`src/rtl/cdm_err_monitor_if.sv`:
```
// cdm_err_monitor_if: valid/ready channel carrying operand A, operand B and approximate product R
interface cdm_err_monitor_if;
  logic        in_valid;
  logic        in_ready;
  logic [15:0] a;
  logic [15:0] b;
  logic [31:0] r;
  modport master (output in_valid, a, b, r, input in_ready);
  modport slave (input in_valid, a, b, r, output in_ready);
endinterface

```
`src/rtl/cdm_err_monitor.sv`:
```
// cdm_err_monitor: 3-stage error-statistics monitor for a 16x16 approximate multiplier (CDM_ERR_SQ_EN adds saturating ed_sq_sum)
module cdm_err_monitor #(
  parameter int unsigned N_SAMPLES = 1000000,
  parameter int unsigned SUM_W = 48
) (
  input  logic               clk,
  input  logic               rst,
  input  logic               start,
  input  logic               clr,
  cdm_err_monitor_if.slave   s,
  output logic               busy,
  output logic               done,
  output logic [31:0]        sample_cnt,
  output logic [31:0]        err_cnt,
  output logic [SUM_W-1:0]   ed_sum,
  output logic [31:0]        ed_max,
  output logic [15:0]        max_a,
  output logic [15:0]        max_b
`ifdef CDM_ERR_SQ_EN
  ,
  output logic [2*SUM_W-1:0] ed_sq_sum
`endif
);
  typedef enum logic [1:0] {IDLE, RUN, DRAIN, DONE} state_t;
  state_t state_q, state_d;
  logic [31:0] acc_q, acc_d;
  logic dr_q, dr_d;
  logic go, wipe, accept;
  logic v1_q, v2_q;
  logic [15:0] a1_q, b1_q, a2_q, b2_q;
  logic [31:0] r1_q, ed1, ed2_q;
  logic [32:0] diff;
  logic [31:0] sample_cnt_q, err_cnt_q, ed_max_q;
  logic [SUM_W-1:0] ed_sum_q;
  logic [SUM_W:0] sum_ext;
  logic [15:0] max_a_q, max_b_q;
  assign s.in_ready = state_q == RUN;
  assign busy = state_q == RUN || state_q == DRAIN;
  assign done = state_q == DONE;
  assign accept = s.in_valid && s.in_ready;
  assign go = start && !clr && (state_q == IDLE || state_q == DONE);
  assign wipe = clr || go;
  assign diff = {1'b0, 32'(a1_q) * 32'(b1_q)} - {1'b0, r1_q};
  assign ed1 = diff[32] ? 32'(-diff) : diff[31:0];
  assign sum_ext = {1'b0, ed_sum_q} + (SUM_W+1)'(ed2_q);
  assign sample_cnt = sample_cnt_q;
  assign err_cnt = err_cnt_q;
  assign ed_sum = ed_sum_q;
  assign ed_max = ed_max_q;
  assign max_a = max_a_q;
  assign max_b = max_b_q;
  always_comb begin
    state_d = state_q;
    acc_d = acc_q;
    dr_d = dr_q;
    if (clr) begin
      state_d = IDLE;
    end else if (go) begin
      state_d = RUN;
      acc_d = '0;
    end else if (state_q == RUN && accept) begin
      acc_d = acc_q + 32'd1;
      if (N_SAMPLES != 0 && acc_d == 32'(N_SAMPLES)) begin
        state_d = DRAIN;
        dr_d = 1'b0;
      end
    end else if (state_q == DRAIN) begin
      dr_d = 1'b1;
      state_d = dr_q ? DONE : DRAIN;
    end
  end
  always_ff @(posedge clk) begin
    if (rst) begin
      state_q <= IDLE;
      acc_q <= '0;
      dr_q <= 1'b0;
    end else begin
      state_q <= state_d;
      acc_q <= acc_d;
      dr_q <= dr_d;
    end
  end
  always_ff @(posedge clk) begin
    if (rst || wipe) begin
      v1_q <= 1'b0;
      v2_q <= 1'b0;
      sample_cnt_q <= '0;
      err_cnt_q <= '0;
      ed_sum_q <= '0;
      ed_max_q <= '0;
      max_a_q <= '0;
      max_b_q <= '0;
    end else begin
      v1_q <= accept;
      v2_q <= v1_q;
      if (accept) begin
        a1_q <= s.a;
        b1_q <= s.b;
        r1_q <= s.r;
      end
      a2_q <= a1_q;
      b2_q <= b1_q;
      ed2_q <= ed1;
      if (v2_q) begin
        sample_cnt_q <= sample_cnt_q + 32'd1;
        err_cnt_q <= err_cnt_q + 32'(ed2_q != 32'd0);
        ed_sum_q <= sum_ext[SUM_W] ? '1 : sum_ext[SUM_W-1:0];
        if (ed2_q > ed_max_q) begin
          ed_max_q <= ed2_q;
          max_a_q <= a2_q;
          max_b_q <= b2_q;
        end
      end
    end
  end
`ifdef CDM_ERR_SQ_EN
  logic [63:0] sq2_q;
  logic [2*SUM_W-1:0] sq_sum_q;
  logic [2*SUM_W:0] sq_ext;
  assign sq_ext = {1'b0, sq_sum_q} + (2*SUM_W+1)'(sq2_q);
  assign ed_sq_sum = sq_sum_q;
  always_ff @(posedge clk) begin
    sq2_q <= 64'(ed1) * 64'(ed1);
    if (rst || wipe) sq_sum_q <= '0;
    else if (v2_q) sq_sum_q <= sq_ext[2*SUM_W] ? '1 : sq_ext[2*SUM_W-1:0];
  end
`endif
endmodule

```
`src/flat_wrapper.sv`:
```
// flat-port wrapper written by rule: the top's interface ports become plain ports
module cdm_err_monitor_flat 
#(
  parameter int unsigned N_SAMPLES = 1000000,
  parameter int unsigned SUM_W = 48
)
  (clk, rst, start, clr, busy, done, sample_cnt, err_cnt, ed_sum, ed_max, max_a, max_b, s_in_valid, s_a, s_b, s_r, s_in_ready);
  cdm_err_monitor_if s_i ();
  input  logic clk;
  input  logic rst;
  input  logic start;
  input  logic clr;
  output logic busy;
  output logic done;
  output logic [31:0] sample_cnt;
  output logic [31:0] err_cnt;
  output logic [SUM_W-1:0] ed_sum;
  output logic [31:0] ed_max;
  output logic [15:0] max_a;
  output logic [15:0] max_b;
  input wire logic [$bits(s_i.in_valid)-1:0] s_in_valid;
  input wire logic [$bits(s_i.a)-1:0] s_a;
  input wire logic [$bits(s_i.b)-1:0] s_b;
  input wire logic [$bits(s_i.r)-1:0] s_r;
  output wire logic [$bits(s_i.in_ready)-1:0] s_in_ready;
  assign s_i.in_valid = s_in_valid;
  assign s_i.a = s_a;
  assign s_i.b = s_b;
  assign s_i.r = s_r;
  assign s_in_ready = s_i.in_ready;
  cdm_err_monitor #(.N_SAMPLES(N_SAMPLES), .SUM_W(SUM_W)) u_core (.clk(clk), .rst(rst), .start(start), .clr(clr), .s(s_i), .busy(busy), .done(done), .sample_cnt(sample_cnt), .err_cnt(err_cnt), .ed_sum(ed_sum), .ed_max(ed_max), .max_a(max_a), .max_b(max_b));
endmodule
```
`config.mk`:
```
export PLATFORM = sky130hd
export DESIGN_NAME = cdm_err_monitor_flat
export DESIGN_NICKNAME = d
export VERILOG_FILES = /design/src/rtl/cdm_err_monitor_if.sv /design/src/rtl/cdm_err_monitor.sv /design/src/flat_wrapper.sv
export SDC_FILE = /design/constraint.sdc
export NUM_CORES = 1
export LEC_CHECK = 0
export CORE_MARGIN = 4
export CORE_UTILIZATION = 55
export CTS_CLUSTER_DIAMETER = 30
export DETAILED_ROUTE_END_ITERATION = 10
export GPL_TIMING_DRIVEN = 1
export PLACE_DENSITY = 0.76
export SLEW_MARGIN = 15
export SYNTH_ARGS = -nofsm -noshare
export SYNTH_HDL_FRONTEND = slang
export SYNTH_SLANG_ARGS = --single-unit
```
`constraint.sdc`:
```
create_clock -name clk -period 12.26 [get_ports clk]
set_input_delay 3.678 -clock clk [delete_from_list [all_inputs] [get_ports clk]]
set_output_delay 3.678 -clock clk [all_outputs]
set_load 0.01 [all_outputs]
```
After elaboration in Yosys (flattened, before gate mapping) --
Cells that the tools add are included.
Storage, ports and cells: register bits after elaboration 341, input bits 69, word-level logic and storage cells 69
Operators by class: add/subtract/negate cells 6, multiply operators 1, $lt $le $gt $ge 1, equality and inequality tests 6, mux-type cells 12, bitwise logic cells 3, reductions and logical operators 22
Operators by type and width (number):
- 32-bit two-way mux | 3
- 32-bit by 1-bit adder with 32-bit output, second input constant | 2
- 48-bit by 32-bit adder with 49-bit output | 1
- 48-bit two-way mux | 1
- 32-bit by 32-bit subtractor with 33-bit output | 1
- 32-bit by 1-bit adder with 32-bit output | 1
- 32-bit by 20-bit == test with 1-bit output, second input constant | 1
- 32-bit > comparator | 1
- 16-bit by 16-bit multiplier with 32-bit output | 1
- 32-bit negator | 1
- 32-bit nonzero test | 1
- 2-bit AND reduction | 5
- 2-bit two-way mux | 3
- 1-bit two-way mux | 5
- 2-bit == test, second input constant | 2
- 1-bit logical AND | 4
- 1-bit logical OR | 4
- 4-bit AND reduction | 1
- 2-bit nonzero test | 2
- 3-bit by 2-bit != test with 1-bit output, second input constant | 1
- 1-bit NOT | 3
- 3-bit nonzero test | 1
- 3-bit OR reduction | 1
- 2-bit by 1-bit == test with 1-bit output, second input constant | 1
- 4 further kinds | 4

Logic depth before layout (Yosys ltp) --
Gate-level depths: netlist (run 1).
word-level depth 7, depth in mapped cells 26

Least setup slack after synthesis (run 1) --
Ideal clock, no wire load.
kind input-to-reg, start input port start, end register u_core.a1_q[0] (enable), setup time 0.487 ns, data arrival time 7.222 ns, slack 4.552 ns, stages on the path 6, buffers on the path 2, path through nand2_1 > nand2b_1 > or2_2 > clkbuf_1 > clkbuf_1 > nor2_1
Between the ends: cells in the longest elaborated chain, start to end 6
Ends and longest elaborated chain:
- start: declaration | RTL line flat_wrapper.sv:11 | input logic start;
- 1-bit logical AND (2 in a row) | RTL line cdm_err_monitor.sv:41 | assign go = start && !clr && (state_q == IDLE || state_q == DONE);
- 1-bit logical OR | RTL line cdm_err_monitor.sv:42 | assign wipe = clr || go;
- 1-bit logical OR | RTL line cdm_err_monitor.sv:84 | if (rst || wipe) begin
- 1-bit NOT (no source line)
- 2-bit AND reduction (no source line)
- end signal: assignment | RTL line cdm_err_monitor.sv:97 | a1_q <= s.a;
- end: declaration | RTL line cdm_err_monitor.sv:30 | logic [15:0] a1_q, b1_q, a2_q, b2_q;
No other way between the ends. A chain may end at the register's enable or synchronous reset.

Worst setup path after layout (run 1) --
start register u_core.a1_q[6], end register u_core.ed2_q[28], data pin
Between the ends: cells in the longest elaborated chain, start to end 4
Ends and longest elaborated chain:
- 16-bit by 16-bit multiplier with 32-bit output * | RTL line cdm_err_monitor.sv:43 | assign diff = {1'b0, 32'(a1_q) * 32'(b1_q)} - {1'b0, r1_q};
- 32-bit by 32-bit subtractor with 33-bit output * | RTL line cdm_err_monitor.sv:43
- 32-bit negator | RTL line cdm_err_monitor.sv:44 | assign ed1 = diff[32] ? 32'(-diff) : diff[31:0];
- 32-bit two-way mux * | RTL line cdm_err_monitor.sv:44
- net u_core.ed1[28] | RTL line cdm_err_monitor.sv:31 | logic [31:0] r1_q, ed1, ed2_q;
- end signal: assignment | RTL line cdm_err_monitor.sv:103 | ed2_q <= ed1;
- end: declaration | RTL line cdm_err_monitor.sv:31
Mark *: on every way through the listed nets, which the timed path passes. The rest lies on a longest branch.

==> results.tsv, run 1 <==
stage	metric	value	unit
logic_synthesis	syn-cell-area	26500	sq um
sta	timing.fmax	132.4	MHz
drt	routed_wl	67980	um
cts	ctsResizeCount	0	
logic_synthesis	yosys_warnings	0	
layout	syn_to_final_growth	20.96	%
sta	slew_violations	0	
hold_path	worstHoldStart	u_core.v1_q$_SDFF_PP0_	
cts	cts_sinks	341	
drt	firstDrtPassIters	5	
die	initial_core_util	55.62	%
layout	finalInstanceArea	32050	sq um
setup_path	cp-start-kind	flip-flop	
pwr	p_per_area	122.5	nW/um^2
die	die_x	227.5	um
grt	antenna_found_initial	0	
drt	drt-wirelength-per-cell	17.96	um
sta	slew_headroom	26.54	%
sta	fin_tns_setup	0	ns
die	ios	248	
pwr	max-vdd-ir-drop	0.1078	mV
logic_synthesis	synth.most_common_cell	nand2_1	
logic_synthesis	ys_types	87	
drt	drc	0	
logic_synthesis	synth_cells	2891	
cts	clk_pin_slew_worst_paths	0.05	ns
logic_synthesis	syn_nets	3370	
drt	vias_per_cell	5.750	
cts	clk_path_buf_depth	3	
grt	grt_max_degree	136	
layout	fillerInstances	3705	
logic_synthesis	yosysTopAreaCell	fa_1	
grt	grt_pass1_vias	21700	
setup_path	rrSetupSlack	4.71	ns
drt	dr.first_iter.drc_count	1446	
placed_design	gp_congestion	0.9284	
sta	fin_crit	7.552	ns
die	die_area	51760	sq um
cts	htreeDepth	3	
run	maxCapViolations	0	
setup_path	critPathArrivalTime	7.92	ns
setup_path	crit_type	flip-flop to flip-flop	
logic_synthesis	synth_top_area_share	17.00	%
cts	clockRootBuffer	clkbuf_16	
sta	finClkSkew	0.04064	ns
hold_path	min_to	u_core.v2_q$_SDFF_PP0_	
logic_synthesis	ys_async_sr_fraction	0	%
grt	grt_pass1_wl	109300	um
setup_path	r2r_end	u_core.ed2_q[28]$_DFFE_PN_	
logic_synthesis	avgSynthCellArea	9.166	sq um
die	chipHeight	227.5	um
cts	ctsHoldBuffers	0	
outcome	status	completed	
placed_design	placed_cell_area	29290	sq um
placed_design	port-buffer-count	247	
sta	period_share	61.60	%
setup_path	cp_max_fo	17	
sta	final_hold_viol_count	0	
setup_path	rr_startpoint	u_core.a1_q[6]$_DFFE_PP_	
setup_path	endpoint_kind	flip-flop	
logic_synthesis	synthTopCellsByCount	nand2_1, inv_1, fa_1	
drt	vias	21760	
hold_path	hold_depth	1	
sta	rsz0062_at_grt	no	
logic_synthesis	ys.flop_type	dfxtp_1	
cts	insertion_delay	0.62	ns
layout	utilization	67.27	%
sta	worst-slew-pin-transition	1.102	ns
grt	grt_usage	25.90	%
sta	finalSetupViolations	0	
drt	drtAntennaViolNets	0	
logic_synthesis	ys_seq_elements	341	
layout	ff_latch_area	8109	sq um
cts	cts_tree	yes	
logic_synthesis	synth-edff-count	128	
layout	multi_input_area	16520	sq um
die	core_area	47650	sq um
cts	postCtsSetupRepairBufs	0	
layout	nNetsFinal	3581	
pwr	p_leak	13.00	nW
sta	hold-worst-slack	0.4307	ns
cts	numCtsBuffers	79	
die	rows	80	
setup_path	cp.required	12.63	ns
hold_path	holdCritPathClass	flip-flop to flip-flop	
placed_design	dp_hpwl	50860	um
grt	overflow	0	
layout	drive_above_1_share	5.806	%
layout	antenna-diode-count	0	
setup_path	r2r.worst_path.cells	20	
logic_synthesis	yosys-top-cells-area	fa_1, dfxtp_1, edfxtp_1	
logic_synthesis	seq_area_frac_synth	30.60	%
[placed cells by master, fill, tap and decap left out, types with 11 or more instances in the layout]
cell type and count:
xnor2_1 69, clkinv_2 12, fa_1 225, and2_1 115
nand3_1 70, o21ai_0 109, edfxtp_1 128, a31oi_1 39
a21oi_1 132, o21a_1 16, clkdlybuf4s50_1 247, o211ai_1 11
and3_1 34, nor3_1 30, mux2i_1 69, xor2_1 82
clkbuf_16 79, inv_1 357, nand2_1 392, nor4_1 24
nor2b_1 13, nand4_1 49, a211oi_1 14, dfxtp_1 212
or3_1 23, a21o_1 43, nor2_1 169, ha_1 185
[state kept, by name, indices dropped and copies added (netlist names), 2 cells and up]
register / flops
u_core.ed_max: 32
u_core.ed_sum: 48
u_core.max_a: 16
u_core.r1_q: 32
u_core.acc_q: 32
u_core.ed2_q: 32
u_core.b2_q: 16
u_core.a1_q: 16
u_core.state_q: 2
u_core.err_cnt: 32
u_core.a2_q: 16
u_core.max_b: 16
u_core.b1_q: 16
u_core.sample_cnt: 32
[cell type report]
cell class | instances | share of cell area, %
Clock buffer | 94 | 6.499
Clock inverter | 54 | 2.112
Inverter | 359 | 4.220
Multi-Input combinational cell | 2065 | 51.55
Tap cell | 615 | 2.401
Timing Repair Buffer | 256 | 7.924
Sequential cell | 341 | 25.30
[metal layers]
layer  global-route usage, %  part of all wire [%]  vias to the layer above
met5                       0                     0                        -
met4                   9.662                   3.5                        0
met3                   4.410                   5.7                      179
met2                   43.72                    49                      759
met1                   33.73                    41                    10640
li1                        -                     -                    10180
[power by group]
group,leakage [nW],internal [mW],switching (mW)
sequential,2.88,1.21,0.0197
clock,1.31,1.40,0.714
combinational,8.81,0.227,0.356
[critical path, cell delays in order, from the launching register on]
cell and delay, ns:
edfxtp_1 0.84, nand2_1 0.21, fa_1 0.57, inv_1 0.05, fa_1 0.51, fa_1 0.45
fa_1 0.54, fa_1 0.55, inv_1 0.05, fa_1 0.53, inv_1 0.04, ha_1 0.36
a21oi_1 0.25, o211ai_1 0.13, a221o_1 0.38, or3_1 0.40, a32oi_1 0.17, nor4b_1 0.31
or4b_4 0.55, o31a_1 0.29, xnor2_1 0.12
[metrics by stage]
stage          power (mW)  instances  setup WS, ns
6_report            3.927       3784         4.708
5_1_grt             4.090       3784         4.314
4_1_cts             3.956       3784         4.735
3_5_place_dp        1.822       3636         4.793
3_3_place_gp        1.808       3636         4.891
2_1_floorplan       1.690       2891         4.552
[logic make-up (layout without fill, tap and decap cells)]
group,count (synthesis),after routing,synth area share [%]
and+or+nand+nor,970,970,17.56
DFF,341,341,30.60
buffers and inverters,485,763,7.139
muxes,69,69,2.606
AOI/OAI and AO/OA,465,465,11.38
adders and majority gates,410,410,25.73
xor gates and xnor gates,151,151,4.991
[worst max-delay path by stage]
stage                                  start  slack (ns)                    endpoint  depth (start not counted)
floorplan                              start        4.55    u_core.a1_q[0]$_DFFE_PP_                          6
global placement    u_core.a1_q[9]$_DFFE_PP_        4.89  u_core.ed2_q[28]$_DFFE_PN_                         21
detailed placement  u_core.a1_q[9]$_DFFE_PP_        4.79  u_core.ed2_q[28]$_DFFE_PN_                         21
CTS                 u_core.a1_q[5]$_DFFE_PP_        4.73  u_core.ed2_q[28]$_DFFE_PN_                         21
global route        u_core.a1_q[5]$_DFFE_PP_        4.31  u_core.ed2_q[28]$_DFFE_PN_                         20
finish              u_core.a1_q[6]$_DFFE_PP_        4.71  u_core.ed2_q[28]$_DFFE_PN_                         20
Power figures use the tool's default switching activity.
==> inputs of run 2 (changes only) <==
Clock period 12.26 ns to 7.4 ns, I/O delays scaled along.
==> run 2 against run 1 <==
Compared with the run above:
- utilization up 2.3 points
- global-route usage up 0.13 points
- routed wire length up 1.7%
- register-to-register slack worse by 4.5 ns
- final area up 3.4%
- total power up 74%
- clock skew up 0.0068 ns
- sequential power up 65%
- first-iteration DRC count down 1.0%
- clock-buffer cell count up 8
- worst hold slack worse by 0.0087 ns
==> results.tsv, run 2 (synthesis gave the netlist of run 1 again) <==
stage	metric	value	unit	change
outcome	status	completed		unchanged
layout	syn_to_final_growth	25.03	%	was 20.96%
setup_path	slowest_stage	edfxtp_1		unchanged
grt	grt_usage	26.04	%	was 25.90%
drt	vias_per_cell	5.636		was 5.750
die	die_x	227.5	um	unchanged
cts	clockRootBuffer	clkbuf_16		unchanged
layout	largest_reg_flops	48		unchanged
grt	grt_pass1_vias	21840		was 21700
cts	insertion_delay	0.64	ns	was 0.62 ns
placed_design	dp_hpwl	51790	um	was 50860 um
pwr	p_leak	13.58	nW	was 13.00 nW
setup_path	crit_type	flip-flop to flip-flop		unchanged
setup_path	rrSetupSlack	0.24	ns	was 4.71 ns
sta	period_share	96.82	%	was 61.60%
layout	final_cell_mix	nand2_1, inv_1, clkdlybuf4s50_1, fa_1, dfxtp_1		unchanged
sta	layout_setup_ws	0.2351	ns	was 4.708 ns
die	core_area	47650	sq um	unchanged
die	rows	80		unchanged
layout	nNetsFinal	3672		was 3581
grt	antenna_found_initial	0		unchanged
placed_design	gp_congestion	0.8939		was 0.9284
sta	finClkSkew	0.04747	ns	was 0.04064 ns
sta	slew_headroom	32.25	%	was 26.54%
sta	worst-slew-pin-transition	1.016	ns	was 1.102 ns
grt	grt_max_degree	100		was 136
hold_path	min_to	u_core.v2_q$_SDFF_PP0_		unchanged
drt	drc	0		unchanged
cts	cts_tree	yes		unchanged
die	chipHeight	227.5	um	unchanged
cts	numCtsBuffers	82		was 79
run	maxCapViolations	0		unchanged
setup_path	r2r_end	u_core.ed2_q[30]$_DFFE_PN_		was u_core.ed2_q[28]$_DFFE_PN_
drt	drt-wirelength-per-cell	17.83	um	was 17.96 um
drt	routed_wl	69120	um	was 67980 um
layout	antenna-diode-count	0		unchanged
die	ios	248		unchanged
setup_path	critPathArrivalTime	7.52	ns	was 7.92 ns
layout	final_common_cell	nand2_1		unchanged
setup_path	critPathMaxStageDelay	0.58	ns	was 0.84 ns
hold_path	hold_depth	1		unchanged
hold_path	worstHoldStart	u_core.v1_q$_SDFF_PP0_		unchanged
sta	timing.fmax	139.6	MHz	was 132.4 MHz
setup_path	r2r.worst_path.cells	22		was 20
setup_path	cp-start-kind	flip-flop		unchanged
drt	drtAntennaViolNets	0		unchanged
cts	clk_pin_slew_worst_paths	0.05	ns	about the same
setup_path	path_cells	buf_4 -> and2_1 -> fa_1 -> inv_1 -> fa_1 -> inv_1 -> ha_1 -> ha_1 -> inv_1 -> fa_1 -> inv_1 -> fa_1 -> ha_2 -> a2111oi_4 -> o21ai_2 -> a211oi_4 -> nand4_4 -> a2111oi_4 -> nand4_1 -> or4b_4 -> o41ai_4 -> xor2_1		was nand2_1 -> fa_1 -> inv_1 -> fa_1 -> fa_1 -> fa_1 -> fa_1 -> inv_1 -> fa_1 -> inv_1 -> ha_1 -> a21oi_1 -> o211ai_1 -> a221o_1 -> or3_1 -> a32oi_1 -> nor4b_1 -> or4b_4 -> o31a_1 -> xnor2_1
sta	fin_crit	7.165	ns	was 7.552 ns
pwr	max-vdd-ir-drop	0.1690	mV	was 0.1078 mV
grt	overflow	0		unchanged
setup_path	cp.required	7.76	ns	was 12.63 ns
drt	vias	21850		was 21760
sta	fin_tns_setup	0	ns	unchanged
drt	firstDrtPassIters	7		was 5
cts	clk_path_buf_depth	3		unchanged
cts	htreeDepth	3		unchanged
die	die_area	51760	sq um	unchanged
layout	fillerInstances	3604		was 3705
grt	grt_pass1_wl	109600	um	was 109300 um
pwr	p_per_area	206.3	nW/um^2	was 122.5 nW/um^2
hold_path	holdCritPathClass	flip-flop to flip-flop		unchanged
cts	cts_sinks	341		unchanged
setup_path	cp_max_fo	8		was 17
setup_path	endpoint_kind	flip-flop		unchanged
layout	drive_above_1_share	9.476	%	was 5.806%
sta	finalSetupViolations	0		unchanged
sta	final_hold_viol_count	0		unchanged
placed_design	pre_cts_slack	-0.001938	ns	was 4.793 ns
drt	dr.first_iter.drc_count	1431		was 1446
setup_path	rr_startpoint	u_core.a1_q[2]$_DFFE_PP_		was u_core.a1_q[6]$_DFFE_PP_
die	initial_core_util	55.62	%	unchanged
placed_design	port-buffer-count	247		unchanged
sta	slew_violations	0		unchanged
## run 2: repair_timing
| item | CTS | global route |
|---|---|---|
| endpoints found under the setup margin | 1 | 9 |
| pin swaps | 0 | 8 |
| hold endpoints to repair | 0 | 0 |
| resized for setup | 0 | 43 |
| buffers inserted | 1 | 48 |
| hold buffers | 0 | 0 |
## run 2: worst max path at each step
stage	start	end	slack, ns	cells past startpoint
after floorplan	u_core.b1_q[10]$_DFFE_PP_	u_core.ed2_q[28]$_DFFE_PN_	0.53	22
final	u_core.a1_q[2]$_DFFE_PP_	u_core.ed2_q[30]$_DFFE_PN_	0.24	22
after detailed placement	u_core.b1_q[7]$_DFFE_PP_	u_core.ed2_q[28]$_DFFE_PN_	-0.002	21
after CTS	u_core.b1_q[7]$_DFFE_PP_	u_core.ed2_q[28]$_DFFE_PN_	0.002	21
after global placement	u_core.b1_q[7]$_DFFE_PP_	u_core.ed2_q[28]$_DFFE_PN_	0.16	21
after global routing	u_core.b1_q[6]$_DFFE_PP_	u_core.ed2_q[30]$_DFFE_PN_	-0.01	23
## run 2: power breakdown
| part | switching [mW] | total, mW | internal [mW] | leakage [nW] |
|---|---|---|---|---|
| sequential | 0.0308 | 2.03 | 2.00 | 2.88 |
| combinational | 0.622 | 1.04 | 0.416 | 9.27 |
| clock | 1.19 | 3.77 | 2.57 | 1.43 |
| total | 1.85 | 6.84 | 4.99 | 13.6 |
## run 2: worst max-delay path, delay by kind of cell (launching register included)
family                   cells  cell delay, ns
XOR/XNOR                     1            0.11
AND/OR/NAND/NOR              4            1.11
adder cells (fa/ha/maj)      7            3.01
flip-flops                   1            0.58
buffers and inverters        5            0.46
AO/OA/AOI/OAI                5            1.58
## run 2: routing by layer
layer	global-route usage [%]	vias to the layer above	wire, um
met5	0	-	0
met4	10.60	0	2587
met3	4.629	164	3957
met2	43.00	646	33140
met1	34.21	10690	29430
li1	-	10340	-
## run 2: per-stage QoR
stage	power [mW]	utilization (%)	hold WS [ns]	cell area, sq um	cells
2_1_floorplan	2.799	-	0.4057	26500	2891
3_5_place_dp	3.037	62.12	0.4156	29600	3675
6_report	6.836	69.54	0.4220	33130	3876
5_1_grt	7.120	69.54	0.4538	33130	3876
4_1_cts	6.835	68.41	0.4263	32590	3828
3_3_place_gp	3.022	62.12	0.4162	29600	3675
## run 2: layout make-up
class	count	area [sq um]	share of cell area [%]
Inverter	359	1353	4.082
Timing Repair Buffer	344	3262	9.845
Multi-Input combinational cell	2065	16670	50.30
Tap cell	615	769.5	2.322
Clock buffer	102	2227	6.722
Sequential cell	341	8109	24.47
Clock inverter	50	747.0	2.254
==> inputs of run 3 (changes only) <==
Settings changed: SKIP_LAST_GASP set to 1.
==> results of run 3 <==
Same layout as run 2: the final DEF is identical, and so are final timing and power.
